--- src/rtl/pixel_stream_pkg.sv ---
// Shared types and counter-width helpers for the pixel-stream transmitter.
package pixel_stream_pkg;

    typedef enum logic [2:0] {
        IDLE,
        SOF,
        ACTIVE,
        HBLANK,
        VBLANK
    } tx_state_t;

    function automatic int row_cnt_w(input int rows);
        return $clog2(rows);
    endfunction

    function automatic int beat_cnt_w(input int cols, input int pixcnt);
        return $clog2(cols / pixcnt + 1);
    endfunction

endpackage

--- src/rtl/stream_blank_timer.sv ---
// Loadable down-counter shared by horizontal and vertical blanking.
// done_o is high during the last cycle of a loaded count (load N -> N cycles).
module stream_blank_timer
    import pixel_stream_pkg::*;
#(
    parameter int W = 17
) (
    input  logic         clk,
    input  logic         rst_n,
    input  logic         load_i,
    input  logic [W-1:0] value_i,
    output logic         done_o
);

    logic [W-1:0] cnt_q, cnt_d;

    always_comb begin
        // NOTE: default assignment first, so every path drives cnt_d and no latch is inferred.
        cnt_d = cnt_q;
        if (load_i) begin
            cnt_d = value_i;
        end else if (cnt_q != '0) begin
            cnt_d = cnt_q - W'(1);
        end
    end

    always_ff @(posedge clk or negedge rst_n) begin
        if (!rst_n) begin
            cnt_q <= '0;
        end else begin
            cnt_q <= cnt_d;
        end
    end

    assign done_o = (cnt_q == W'(1));

endmodule

--- src/rtl/pixel_stream_tx.sv ---
// Frame-timing transmitter: pulls pixel words from a ready/valid source and
// emits rowSize lines of colSize/PIXCNT beats with programmable blanking.
module pixel_stream_tx
    import pixel_stream_pkg::*;
#(
    parameter int DWIDTH  = 10,
    parameter int PIXCNT  = 8,
    parameter int ROWS    = 2048,
    parameter int COLS    = 2448,
    parameter int BLANK_W = 16
) (
    input  logic                      sys_clk,
    input  logic                      sys_rst_n,
    input  logic                      start,
    input  logic                      abort,
    input  logic [$clog2(ROWS)-1:0]   rowSize,
    input  logic [$clog2(COLS)-1:0]   colSize,
    input  logic [BLANK_W-1:0]        hblank,
    input  logic [BLANK_W-1:0]        vblank,
    input  logic [DWIDTH*PIXCNT-1:0]  src_data,
    input  logic                      src_vld,
    output logic                      src_rdy,
    output logic                      new_frame,
    output logic [DWIDTH*PIXCNT-1:0]  data_out,
    output logic                      data_vld,
    output logic                      busy,
    output logic                      frame_done,
    output logic                      underrun
);

    localparam int ROW_W  = row_cnt_w(ROWS);
    localparam int COL_W  = $clog2(COLS);
    localparam int BEAT_W = beat_cnt_w(COLS, PIXCNT);
    localparam int PIX_SH = $clog2(PIXCNT);
    localparam int TMR_W  = BLANK_W + 1;

    tx_state_t                 state_q;
    logic [ROW_W-1:0]          rows_q, row_cnt_q;
    logic [BEAT_W-1:0]         bpl_q, col_cnt_q;
    logic [BLANK_W-1:0]        hblank_q, vblank_q;
    logic [DWIDTH*PIXCNT-1:0]  data_out_q;
    logic                      src_rdy_q, new_frame_q, data_vld_q;
    logic                      busy_q, frame_done_q, underrun_q;

    logic [COL_W-1:0]          col_beats;
    logic                      start_ok, hs, last_beat, last_row, line_end;
    logic                      tmr_load, tmr_done;
    logic [TMR_W-1:0]          tmr_value;

    assign col_beats = colSize >> PIX_SH;
    assign start_ok  = start && !abort && (rowSize != '0) && (col_beats != '0);
    assign hs        = src_vld && src_rdy_q;
    assign last_beat = (col_cnt_q == bpl_q - BEAT_W'(1));
    assign last_row  = (row_cnt_q == rows_q - ROW_W'(1));
    assign line_end  = (state_q == ACTIVE) && hs && last_beat;

    // Vertical blanking loads one extra count so frame_done lands in a final VBLANK cycle.
    assign tmr_load  = abort || line_end;
    always_comb begin
        tmr_value = '0;
        if (!abort) begin
            if (last_row) begin
                tmr_value = (vblank_q == '0) ? TMR_W'(2) : TMR_W'(vblank_q) + TMR_W'(1);
            end else begin
                tmr_value = TMR_W'(hblank_q);
            end
        end
    end

    stream_blank_timer #(.W(TMR_W)) u_blank_timer (
        .clk     (sys_clk),
        .rst_n   (sys_rst_n),
        .load_i  (tmr_load),
        .value_i (tmr_value),
        .done_o  (tmr_done)
    );

    always_ff @(posedge sys_clk or negedge sys_rst_n) begin
        if (!sys_rst_n) begin
            state_q      <= IDLE;
            rows_q       <= '0;
            row_cnt_q    <= '0;
            bpl_q        <= '0;
            col_cnt_q    <= '0;
            hblank_q     <= '0;
            vblank_q     <= '0;
            data_out_q   <= '0;
            src_rdy_q    <= 1'b0;
            new_frame_q  <= 1'b0;
            data_vld_q   <= 1'b0;
            busy_q       <= 1'b0;
            frame_done_q <= 1'b0;
            underrun_q   <= 1'b0;
        end else begin
            // NOTE: non-blocking assignments, so every register sees pre-edge values of the others.
            new_frame_q  <= 1'b0;
            frame_done_q <= 1'b0;
            data_vld_q   <= 1'b0;
            if (abort) begin
                state_q   <= IDLE;
                src_rdy_q <= 1'b0;
                busy_q    <= 1'b0;
                row_cnt_q <= '0;
                col_cnt_q <= '0;
            end else begin
                case (state_q)
                    IDLE: begin
                        if (start_ok) begin
                            rows_q      <= rowSize;
                            bpl_q       <= BEAT_W'(col_beats);
                            hblank_q    <= hblank;
                            vblank_q    <= vblank;
                            underrun_q  <= 1'b0;
                            new_frame_q <= 1'b1;
                            busy_q      <= 1'b1;
                            state_q     <= SOF;
                        end
                    end
                    SOF: begin
                        src_rdy_q <= 1'b1;
                        state_q   <= ACTIVE;
                    end
                    ACTIVE: begin
                        if (hs) begin
                            data_out_q <= src_data;
                            data_vld_q <= 1'b1;
                            if (last_beat) begin
                                col_cnt_q <= '0;
                                if (last_row) begin
                                    row_cnt_q <= '0;
                                    src_rdy_q <= 1'b0;
                                    state_q   <= VBLANK;
                                end else begin
                                    row_cnt_q <= row_cnt_q + ROW_W'(1);
                                    if (hblank_q != '0) begin
                                        src_rdy_q <= 1'b0;
                                        state_q   <= HBLANK;
                                    end
                                end
                            end else begin
                                col_cnt_q <= col_cnt_q + BEAT_W'(1);
                            end
                        end else begin
                            underrun_q <= 1'b1;
                        end
                    end
                    HBLANK: begin
                        if (tmr_done) begin
                            src_rdy_q <= 1'b1;
                            state_q   <= ACTIVE;
                        end
                    end
                    VBLANK: begin
                        if (frame_done_q) begin
                            busy_q  <= 1'b0;
                            state_q <= IDLE;
                        end else if (tmr_done) begin
                            frame_done_q <= 1'b1;
                        end
                    end
                    default: state_q <= IDLE;
                endcase
            end
        end
    end

    assign src_rdy    = src_rdy_q;
    assign new_frame  = new_frame_q;
    assign data_out   = data_out_q;
    assign data_vld   = data_vld_q;
    assign busy       = busy_q;
    assign frame_done = frame_done_q;
    assign underrun   = underrun_q;

endmodule

--- config.mk ---
export PLATFORM = sky130hd
export DESIGN_NAME = pixel_stream_tx
export DESIGN_NICKNAME = d
export VERILOG_FILES = /design/src/rtl/pixel_stream_pkg.sv /design/src/rtl/stream_blank_timer.sv /design/src/rtl/pixel_stream_tx.sv
export SDC_FILE = /design/constraint.sdc
export NUM_CORES = 1
export LEC_CHECK = 0
export CAP_MARGIN = 40
export CORE_ASPECT_RATIO = 1.5
export CORE_MARGIN = 2
export CORE_UTILIZATION = 55
export CTS_BUF_LIST = sky130_fd_sc_hd__clkbuf_4
export DETAILED_ROUTE_END_ITERATION = 10
export PLACE_DENSITY = 0.95
export RECOVER_POWER = 25
export SYNTH_ARGS = -nofsm -noshare
export SYNTH_HDL_FRONTEND = slang
export SYNTH_HIERARCHICAL = 1
export SYNTH_SLANG_ARGS = --single-unit
--- constraint.sdc ---
create_clock -name sys_clk -period 8.7 [get_ports sys_clk]
set_input_delay 1.305 -clock sys_clk [delete_from_list [all_inputs] [get_ports sys_clk]]
set_output_delay 1.305 -clock sys_clk [all_outputs]
set_load 0.05 [all_outputs]
==> results.toml <==
[status]
outcome = "finished, violations left"
violations = "capacitance limit, slew limit"

[logic_synthesis]
synth_edf_count = 0
ys_seq_elements = 178
synth.avg_cell_area_um2 = 11.69
muxShareOfSynthArea_pct = 17.37
synthCells = 758
synth_flop_cell = "dfrtp_1"
async_reset_ff_share_pct = 100.0
syn_area_um2 = 8861
synth.distinct_cells = 75
synth_compound_gate_area_share_pct = 8.910
synthXorXnorAreaFrac_pct = 3.657
yosys_warnings = 6
yosys.area_share.simple_pct = 15.60
synth_fa_ha_area_share_pct = 1.243
synth_top_family_by_area = "multiplexers"
syn_nets = 906
ys_seq_area_share_pct = 50.27

[cts]
htreeDepth = 4
clockBufferDepth = 2
cts_made_buffers = 17
postCtsHoldBufs = 0
clock_sink_count = 178
insertion_delay_ps = 590
postCtsSetupBuffers = 0
cts_resized = 0
clockRootBuffer = "clkbuf_4"
worst_setup_hold_path_clk_slew_ps = 150
cts_tree = "yes"

[floorplanning]
ios = 226
core_um2 = 15700
initial_core_util_pct = 56.46
dieArea_um2 = 17160
die-height_um = 159.5
die_width_um = 107.6
row_count = 56

[drt]
dr.pass1.iters = 5
wl_um = 22900
detail_route.vias_per_cell = 5.861
drc = 0
first_iter_violations = 365
drt-wirelength-per-cell_um = 19.27
via_count = 6963
drtAntennaViolNets = 0

[power]
ir_worst_vdd_mv = 0.2535
power_mw = 3.644
p_leak_nw = 4.861
p_per_area_nw_per_um2 = 315.5

[critical_path]
slowest_delay_ps = 3430
path_cells = "clkbuf_1 > clkbuf_1"
crit_arrival_ps = 4970
crit_fanout = 95
critPathLaunchType = "input pin"
critPathBufInv = 2
cp_top_family = "buffers and inverters"
critPathRequiredTime_ps = 8260
reg2reg_slack_ps = 4480
critPathMostFrequentCell = "clkbuf_1"
cp_slowest_cell = "clkbuf_1"
end_kind = "async pin"
path_class = "input pin to async pin"

[layout]
final_cell_mix = "clkdlybuf4s50_1, dfrtp_1, mux2_2"
final_common_cell = "clkdlybuf4s50_1"
nets = 1120
drive_gt1_share_pct = 20.73
area_growth_pct = 30.37

[run]
maxCapViolations = 1

[place]
dp_hpwl_um = 17210
gp_congestion = 0.8885
port_buffers = 222

[sta]
setup_viol = 0
tns_ps = 0
worst_pin_slew_ps = 4921
finalCriticalPeriod_ps = 5414
relSlewSlack_pct = -228.1
clock-skew-final_ps = 20.73
drv_slew = 96
grt_setup_unrepaired = "no"
timing.final.crit_share_pct = 62.23
hold_violations = 0
fmax_mhz = 184.7

[grt]
antenna_found_initial = 1
grt_usage_pct = 28.05
grt_pass1_wl_um = 37620
grt_max_degree = 96
grt_pass1_vias = 7419
overflow = 0

[min_path]
hp-class = "input pin to async pin"
## routing by layer
metal | up-vias | wire length, um | global-route usage (%)
li1 | 3211 | - | -
met3 | 51 | 1796 | 9.497
met5 | - | 0 | 0
met4 | 0 | 705 | 9.965
met1 | 3429 | 8078 | 30.34
met2 | 272 | 12320 | 50.17
## logic make-up after synthesis
family,Yosys count
compound gates,104
xor+xnor,37
fa+ha+maj,9
buf+inv,59
flops,178
mux,137
simple gates,234
## power by group
group	switching, mW	total [mW]	leakage (nW)	internal [mW]
Clock	0.301	0.475	0.142	0.173
Sequential	0.322	1.45	2.30	1.13
Combinational	0.988	1.72	2.42	0.732
Total	1.61	3.64	4.86	2.03
## final cells by class
type / count / area, um2
Fill cell: 1038 / 4143
Timing Repair Buffer: 231 / 2316
Inverter: 23 / 86.33
Sequential cell: 178 / 4454
Multi-Input combinational cell: 521 / 4155
Clock buffer: 17 / 127.6
Antenna cell: 1 / 2.502
Clock inverter: 14 / 156.4
Tap cell: 203 / 254.0
## state kept, by name, summed over array words and instances (netlist names)
| signal | flops |
|---|---|
| rows_q | 11 |
| busy | 1 |
| hblank_q | 16 |
| underrun | 1 |
| state_q | 3 |
| u_blank_timer/cnt_q | 17 |
| bpl_q | 9 |
| frame_done | 1 |
| vblank_q | 16 |
| data_vld | 1 |
| src_rdy | 1 |
| row_cnt_q | 11 |
| new_frame | 1 |
| data_out | 80 |
| col_cnt_q | 9 |
## stage by stage
stage	std cells	hold WS, ps	cell area (um2)	worst slack (ps)	util [%]
after CTS	1187	416.4	11580	4530	73.79
after global routing	1188	446.6	11550	2109	73.60
after floorplan	758	497.0	8861	5583	-
after detailed placement	1156	493.9	11300	4014	71.98
final	1188	475.1	11550	3286	73.60
after global placement	1152	488.9	11210	4043	71.43
## cells in the mapped netlist, drive strengths merged, types with 2 or more instances
library cell / instances / area [um2]
o211ai: 6 / 45.04
a21o: 4 / 30.03
or3: 6 / 42.54
mux2: 134 / 1509
o2bb2ai: 9 / 78.83
o21bai: 2 / 15.01
xor2: 21 / 183.9
and2: 3 / 18.77
nor4b: 6 / 67.56
o21a: 3 / 23.77
or2: 4 / 25.02
o21ai: 15 / 75.07
a2111oi: 3 / 26.28
a31oi: 3 / 25.02
nand2b: 8 / 50.05
and4: 3 / 26.28
or4: 5 / 48.79
clkbuf: 28 / 115.1
nor2b: 5 / 31.28
a2bb2oi: 2 / 17.52
a21oi: 13 / 65.06
buf: 8 / 60.05
a211oi: 15 / 112.6
or3b: 3 / 26.28
nor3b: 5 / 37.54
nor3: 28 / 172.7
a311oi: 2 / 23.77
ha: 8 / 100.1
nor4: 21 / 188.9
mux2i: 3 / 30.03
o22ai: 2 / 12.51
xnor2: 16 / 140.1
inv: 23 / 86.33
nand2: 38 / 142.6
a221o: 10 / 100.1
a22o: 6 / 52.55
nand4: 10 / 68.81
dfrtp: 178 / 4454
nand3: 21 / 105.1
nand3b: 3 / 22.52
nor2: 49 / 191.4
and3: 13 / 87.59
## worst paths after layout
path	endpoint	depth (start not counted)	startpoint
setup / recovery	data_out[34]$_DFFE_PN0P_	2	sys_rst_n
hold / removal	data_out[6]$_DFFE_PN0P_	1	sys_rst_n
setup reg to reg	u_blank_timer/cnt_q[7]$_DFFE_PN0P_	12	bpl_q[0]$_DFFE_PN0P_
hold reg to reg	data_out[59]$_DFFE_PN0P_	1	data_out[59]$_DFFE_PN0P_
max in group sys_clk	u_blank_timer/cnt_q[7]$_DFFE_PN0P_	12	bpl_q[0]$_DFFE_PN0P_
min in group sys_clk	data_out[59]$_DFFE_PN0P_	1	data_out[59]$_DFFE_PN0P_
Note: power is estimated with default switching activity, not from simulation.
